$ cat src/rtl/regfile_wb_arbiter.sv
// Round-robin writeback arbiter with a registered write port, busy scoreboard and RAW hazard flags.
// Optional macro REGFILE_WB_BYPASS_EN adds bypass data outputs and masks hazards during the write cycle.
module regfile_wb_arbiter #(
    parameter int WIDTH = 32,
    parameter int DEPTH = 32,
    parameter int NREQ  = 3,
    localparam int AW   = $clog2(DEPTH)
) (
    input  logic                  clk,
    input  logic                  rst,
    input  logic [NREQ-1:0]       req_valid,
    output logic [NREQ-1:0]       req_ready,
    input  logic [NREQ*AW-1:0]    req_addr,
    input  logic [NREQ*WIDTH-1:0] req_data,
    output logic                  we0,
    output logic [AW-1:0]         wr_addr0,
    output logic [WIDTH-1:0]      wr_din0,
    input  logic                  issue_valid,
    input  logic [AW-1:0]         issue_addr,
    input  logic [AW-1:0]         rd_addr0,
    input  logic [AW-1:0]         rd_addr1,
    output logic                  hazard0,
    output logic                  hazard1,
    output logic [DEPTH-1:0]      busy_vec,
    output logic                  err
`ifdef REGFILE_WB_BYPASS_EN
    ,
    output logic [WIDTH-1:0]      byp_data0,
    output logic [WIDTH-1:0]      byp_data1
`endif
);

    localparam int PW = (NREQ > 1) ? $clog2(NREQ) : 1;

    logic [PW-1:0]    ptr_q, ptr_d;
    logic             we0_q, we0_d;
    logic [AW-1:0]    wr_addr0_q, wr_addr0_d;
    logic [WIDTH-1:0] wr_din0_q, wr_din0_d;
    logic [DEPTH-1:0] busy_q, busy_d;
    logic             err_q, err_d;

    logic [NREQ-1:0]  grant;
    logic [PW-1:0]    grant_idx;
    logic             found;
    logic             accept;
    logic [AW-1:0]    sel_addr;
    logic [WIDTH-1:0] sel_data;
    logic [PW-1:0]    idx;

    // NOTE: every variable gets a default at the top of always_comb so no path can infer a latch.
    always_comb begin
        grant     = '0;
        grant_idx = '0;
        found     = 1'b0;
        idx       = '0;
        for (int k = 0; k < NREQ; k++) begin
            idx = PW'((int'(ptr_q) + k) % NREQ);
            if (!found && req_valid[idx]) begin
                found      = 1'b1;
                grant[idx] = 1'b1;
                grant_idx  = idx;
            end
        end
    end

    assign req_ready = rst ? '0 : grant;
    assign accept    = found & ~rst;
    assign sel_addr  = req_addr[int'(grant_idx)*AW +: AW];
    assign sel_data  = req_data[int'(grant_idx)*WIDTH +: WIDTH];

    always_comb begin
        ptr_d      = ptr_q;
        we0_d      = 1'b0;
        wr_addr0_d = wr_addr0_q;
        wr_din0_d  = wr_din0_q;
        if (accept) begin
            ptr_d      = (grant_idx == PW'(NREQ - 1)) ? '0 : grant_idx + 1'b1;
            we0_d      = (sel_addr != '0);
            wr_addr0_d = sel_addr;
            wr_din0_d  = sel_data;
        end
    end

    // Clear from the write port first so a same-edge issue to that address wins.
    always_comb begin
        busy_d = busy_q;
        err_d  = err_q;
        if (we0_q) begin
            busy_d[wr_addr0_q] = 1'b0;
        end
        if (issue_valid && issue_addr != '0) begin
            busy_d[issue_addr] = 1'b1;
            if (busy_q[issue_addr] && !(we0_q && wr_addr0_q == issue_addr)) begin
                err_d = 1'b1;
            end
        end
        if (accept && sel_addr != '0 && !busy_q[sel_addr]) begin
            err_d = 1'b1;
        end
        busy_d[0] = 1'b0;
    end

    // NOTE: sequential state uses non-blocking assignments only, so all flops update together.
    always_ff @(posedge clk) begin
        if (rst) begin
            ptr_q      <= '0;
            we0_q      <= 1'b0;
            wr_addr0_q <= '0;
            wr_din0_q  <= '0;
            busy_q     <= '0;
            err_q      <= 1'b0;
        end else begin
            ptr_q      <= ptr_d;
            we0_q      <= we0_d;
            wr_addr0_q <= wr_addr0_d;
            wr_din0_q  <= wr_din0_d;
            busy_q     <= busy_d;
            err_q      <= err_d;
        end
    end

    assign we0      = we0_q;
    assign wr_addr0 = wr_addr0_q;
    assign wr_din0  = wr_din0_q;
    assign busy_vec = busy_q;
    assign err      = err_q;

`ifdef REGFILE_WB_BYPASS_EN
    assign byp_data0 = wr_din0_q;
    assign byp_data1 = wr_din0_q;
    assign hazard0   = busy_q[rd_addr0] & (rd_addr0 != '0) & ~(we0_q & (wr_addr0_q == rd_addr0));
    assign hazard1   = busy_q[rd_addr1] & (rd_addr1 != '0) & ~(we0_q & (wr_addr0_q == rd_addr1));
`else
    assign hazard0   = busy_q[rd_addr0] & (rd_addr0 != '0);
    assign hazard1   = busy_q[rd_addr1] & (rd_addr1 != '0);
`endif

endmodule

$ cat config.mk
export PLATFORM = sky130hd
export DESIGN_NAME = regfile_wb_arbiter
export DESIGN_NICKNAME = d
export VERILOG_FILES = /design/src/rtl/regfile_wb_arbiter.sv
export SDC_FILE = /design/constraint.sdc
export NUM_CORES = 1
export LEC_CHECK = 0
export BUFFER_PORTS_ARGS = -buffer_cell sky130_fd_sc_hd__buf_2
export CORE_ASPECT_RATIO = 1.75
export CORE_MARGIN = 5
export CORE_UTILIZATION = 49
export DETAILED_ROUTE_END_ITERATION = 10
export GPL_ROUTABILITY_DRIVEN = 0
export PLACE_DENSITY = 0.81
export SLEW_MARGIN = 20
export SYNTH_ARGS = -nofsm -noshare
export SYNTH_HDL_FRONTEND = slang
export SYNTH_SLANG_ARGS = --single-unit
export TNS_END_PERCENT = 30
$ cat constraint.sdc
create_clock -name clk -period 4.6 [get_ports clk]
set_input_delay 0.23 -clock clk [delete_from_list [all_inputs] [get_ports clk]]
set_output_delay 0.23 -clock clk [all_outputs]
set_load 0.01 [all_outputs]
==> reports/qor.log <==
INFO  layout         layout-drive-gt1-share=36.58%
INFO  grt            met2_usage=47.74%
INFO  critical_path  crit_fanout=11
INFO  pwr            cellLeakagePower=2.838nW
INFO  synthesis      yosys_warnings=0
INFO  critical_path  cp.required=4.82ns
INFO  detailed_routing drt-wirelength-per-cell=19.68um
INFO  synthesis      synth_largest_area_cell=sky130_fd_sc_hd__dfxtp_1
INFO  min_path       whs_path_depth=5
INFO  die            core_region_area=0.01018mm2
INFO  outcome        run_status=completed
INFO  die            die_h=144.2um
INFO  layout         layout_common_cells=sky130_fd_sc_hd__buf_2 (206), sky130_fd_sc_hd__nor2_1 (85), sky130_fd_sc_hd__a21oi_1 (72), sky130_fd_sc_hd__dfxtp_1 (72), sky130_fd_sc_hd__mux2i_1 (51)
INFO  timing         rsz0062_at_grt=no
INFO  synthesis      ys_top_cells_by_area=sky130_fd_sc_hd__dfxtp_1 (29%), sky130_fd_sc_hd__mux4_2 (11%), sky130_fd_sc_hd__mux2i_1 (10%)
INFO  critical_path  crit_path_end_kind=flip-flop
INFO  timing         timing.slew.headroom=39.74%
INFO  synthesis      post_synth.cell_area_avg=8.517um2
INFO  critical_path  cp_cell_sequence=inv_1, ha_1, mux2_2, mux2i_2, or2_1, a21oi_1, a211o_1, mux2i_2, mux4_1, nand4_1, o21ai_1, o41ai_2
INFO  layout         num_antenna_cells=0
INFO  timing         setup-tns-final=0ns
INFO  min_path       holdPathEnd=wr_din0[28]$_SDFFE_PP0P_
INFO  synthesis      synth_top_cell_area_share=28.59%
INFO  critical_path  reg2reg_slack=0.74ns
INFO  grt            grt_util_met1=28.94%
INFO  synthesis      synth.yosys.seq_area_share=28.59%
INFO  synthesis      netlist-cell-type-count=65
INFO  grt            busiest_layer=met2
INFO  pwr            total_power=4.023mW
INFO  detailed_routing num_vias=5565
INFO  synthesis      syn_area=0.005042mm2
INFO  timing         min_period=3.856ns
INFO  synthesis      ys_dominant_reg_cell=sky130_fd_sc_hd__dfxtp_1
INFO  grt            grt_first_pass_wirelength=27140um
INFO  min_path       hp-start=req_data[92]
INFO  timing         finalSetupViolCount=0
INFO  min_path       timing.hold.worst.class=input pin to flip-flop
INFO  critical_path  criticalPathCategory=flip-flop to flip-flop
INFO  clock_tree     clock_network_latency_to_the_later_pin_of_the_worst_skew_pair=0.34ns
INFO  critical_path  worst-r2r-cell-count=12
INFO  clock_tree     cts_hold_buffers=0
INFO  place          placement.io_buffers=206
INFO  grt            globalRouteOverflowTotal=0
INFO  job            max_cap_viol_count=0
INFO  timing         whs=0.3286ns
INFO  critical_path  critPathMostFrequentCell=sky130_fd_sc_hd__mux2i_2
INFO  clock_tree     tritoncts_num_sinks=72
INFO  detailed_routing detail_route.drc_violations=0
INFO  detailed_routing drtPass1Iterations=5
INFO  critical_path  worstPathArrival=4.08ns
INFO  clock_tree     cts_resized=0
INFO  synthesis      syn-num-nets=728
INFO  critical_path  timing.rr.start=ptr_q[0]$_SDFFE_PP0P_
INFO  clock_tree     cts_tree=done
INFO  layout         finalNetCount=902
INFO  detailed_routing routed_wl=17680um
INFO  timing         final_min_period_over_clock_period=83.82%
INFO  die            rows=49
INFO  critical_path  critPathMaxStageDelay=0.61ns
INFO  detailed_routing drt.antenna.violating_nets=0
INFO  timing         fin_ws=0.7442ns
INFO  die            design.die.area=0.01250mm2
INFO  critical_path  timing.critical_path.slowest_stage_cell=sky130_fd_sc_hd__mux4_1
INFO  place          preCtsSetupSlack=0.8483ns
INFO  die            floorplan.io_pins=208
INFO  synthesis      synth_enable_flop_cells=0
INFO  synthesis      netlist_instances=592
INFO  clock_tree     clock_input_transition_at_the_sequential_cells_of_the_worst_setup_and_hold_paths=0.06ns
INFO  detailed_routing avgViaCountPerCell=6.197
INFO  timing         worstMarginPinSlew=0.8999ns
INFO  pwr            ir_worst_vdd=0.3669mV
INFO  die            dieWidth=86.68um
INFO  die            starting_utilization_of_the_core_area=49.55%
INFO  grt            first_global_vias=5528
INFO  grt            number_of_antenna_violations_at_the_first_check_in_global_routing=0
INFO  clock_tree     cts-root-buf=sky130_fd_sc_hd__clkbuf_16
INFO  layout         most_common_cell_after_layout_fill_and_taps_aside=sky130_fd_sc_hd__buf_2
INFO  critical_path  worst_setup_path_start_kind=flip-flop
INFO  clock_tree     cts_setup_buffers=0
INFO  clock_tree     cts_buffer_depth=2
INFO  grt            grt_use_total=27.60%
INFO  grt            grt_max_degree=67
INFO  critical_path  crit-reg2reg-capture=err$_SDFFE_PP0P_
INFO  timing         timing_max_transition_violations_final=0
INFO  synthesis      postSynth.asyncResetShare=0%
INFO  timing         final-hold-violation-count=0
INFO  layout         synthToLayoutAreaGrowth=27.07%
INFO  synthesis      ys_seq_elements=72
INFO  clock_tree     cts.htree.levels=3
INFO  grt            global_route.usage.met3=6.328%
INFO  detailed_routing drt_first_iter_violations=536
INFO  place          hpwl=13520um
INFO  timing         final.setup_skew=0.006439ns
INFO  timing         max_freq=259.4MHz
INFO  clock_tree     numCtsBuffers=9
INFO  pwr            powerDensity=627.9mW/mm2
## Yosys cell counts, types with 4 or more instances
library cell               count
sky130_fd_sc_hd__nand2_1      50
sky130_fd_sc_hd__a211oi_1     35
sky130_fd_sc_hd__ha_1          4
sky130_fd_sc_hd__nor2b_1       4
sky130_fd_sc_hd__o21ai_0      35
sky130_fd_sc_hd__clkbuf_1     35
sky130_fd_sc_hd__nand3b_1      8
sky130_fd_sc_hd__dfxtp_1      72
sky130_fd_sc_hd__o21ai_1       4
sky130_fd_sc_hd__xor2_1        4
sky130_fd_sc_hd__and3_1        4
sky130_fd_sc_hd__buf_2         6
sky130_fd_sc_hd__nor3b_1       6
sky130_fd_sc_hd__nor2_1       85
sky130_fd_sc_hd__inv_1         7
sky130_fd_sc_hd__nand3_1       6
sky130_fd_sc_hd__mux2i_1      51
sky130_fd_sc_hd__mux4_2       25
sky130_fd_sc_hd__mux2_2        9
sky130_fd_sc_hd__a21oi_1      73
sky130_fd_sc_hd__nor3_1        4
## sequential cells by signal (all words and copies together) (netlist names)
name and cells:
busy_vec 31, err 1, ptr_q 2, we0 1, wr_din0 32, wr_addr0 5
## worst max-delay path by stage
stage                           from                to  slack [ns]  cells past startpoint
3_3_place_gp   ptr_q[0]$_SDFFE_PP0P_  err$_SDFFE_PP0P_        1.08                     12
4_1_cts        ptr_q[0]$_SDFFE_PP0P_  err$_SDFFE_PP0P_        0.81                     12
6_report       ptr_q[0]$_SDFFE_PP0P_  err$_SDFFE_PP0P_        0.74                     12
2_1_floorplan  ptr_q[0]$_SDFFE_PP0P_  err$_SDFFE_PP0P_        1.37                     13
3_5_place_dp   ptr_q[0]$_SDFFE_PP0P_  err$_SDFFE_PP0P_        0.85                     12
5_1_grt        ptr_q[0]$_SDFFE_PP0P_  err$_SDFFE_PP0P_        0.57                     12
## worst max-delay path, delay by kind of cell, from the launching register on
family | cells | cell delay, ns
multiplexers | 4 | 1.61
AO/OA/AOI/OAI | 4 | 0.91
adder cells (fa/ha/maj) | 1 | 0.40
AND/OR/NAND/NOR | 2 | 0.38
flip-flops | 1 | 0.35
buffers and inverters | 1 | 0.09
## final cells by class
type                       instances  area (um2)
timing repair buffer             211        1081
clock inverter                     7       96.34
multi-input combinational        464        3374
fill                             867        3770
clock buffer                       9       225.2
inverter                           8       30.03
tap                              127       158.9
sequential                        72        1441
## kinds of logic (layout without fill, tap and decap cells)
logic type	Yosys count	count (layout)	synth area share (%)
flops	72	72	28.59
buf+inv	56	235	4.913
other cells	1	1	0.07437
fa+ha+maj	4	4	0.9926
xor+xnor	5	5	0.8684
simple gates	184	184	16.60
compound gates	177	177	22.04
mux	93	93	25.93
## through the flow
stage	instance area [um2]	std cells	util [%]
3_5_place_dp	6081	882	59.75
6_report	6407	898	62.96
4_1_cts	6402	898	62.91
2_1_floorplan	5042	592	-
3_3_place_gp	6081	882	59.75
5_1_grt	6407	898	62.96
## metal layers
metal  up-vias  share of wire [%]
met5         -                  0
li1       2526                  -
met3       107                 11
met4         0                7.0
met1      2502                 33
met2       430                 49
## power breakdown
part | switching, mW | internal, mW
sequential | 0.148 | 0.781
clock | 0.275 | 0.474
combinational | 1.37 | 0.971
total | 1.80 | 2.23
(Power assumes the default switching activity.)
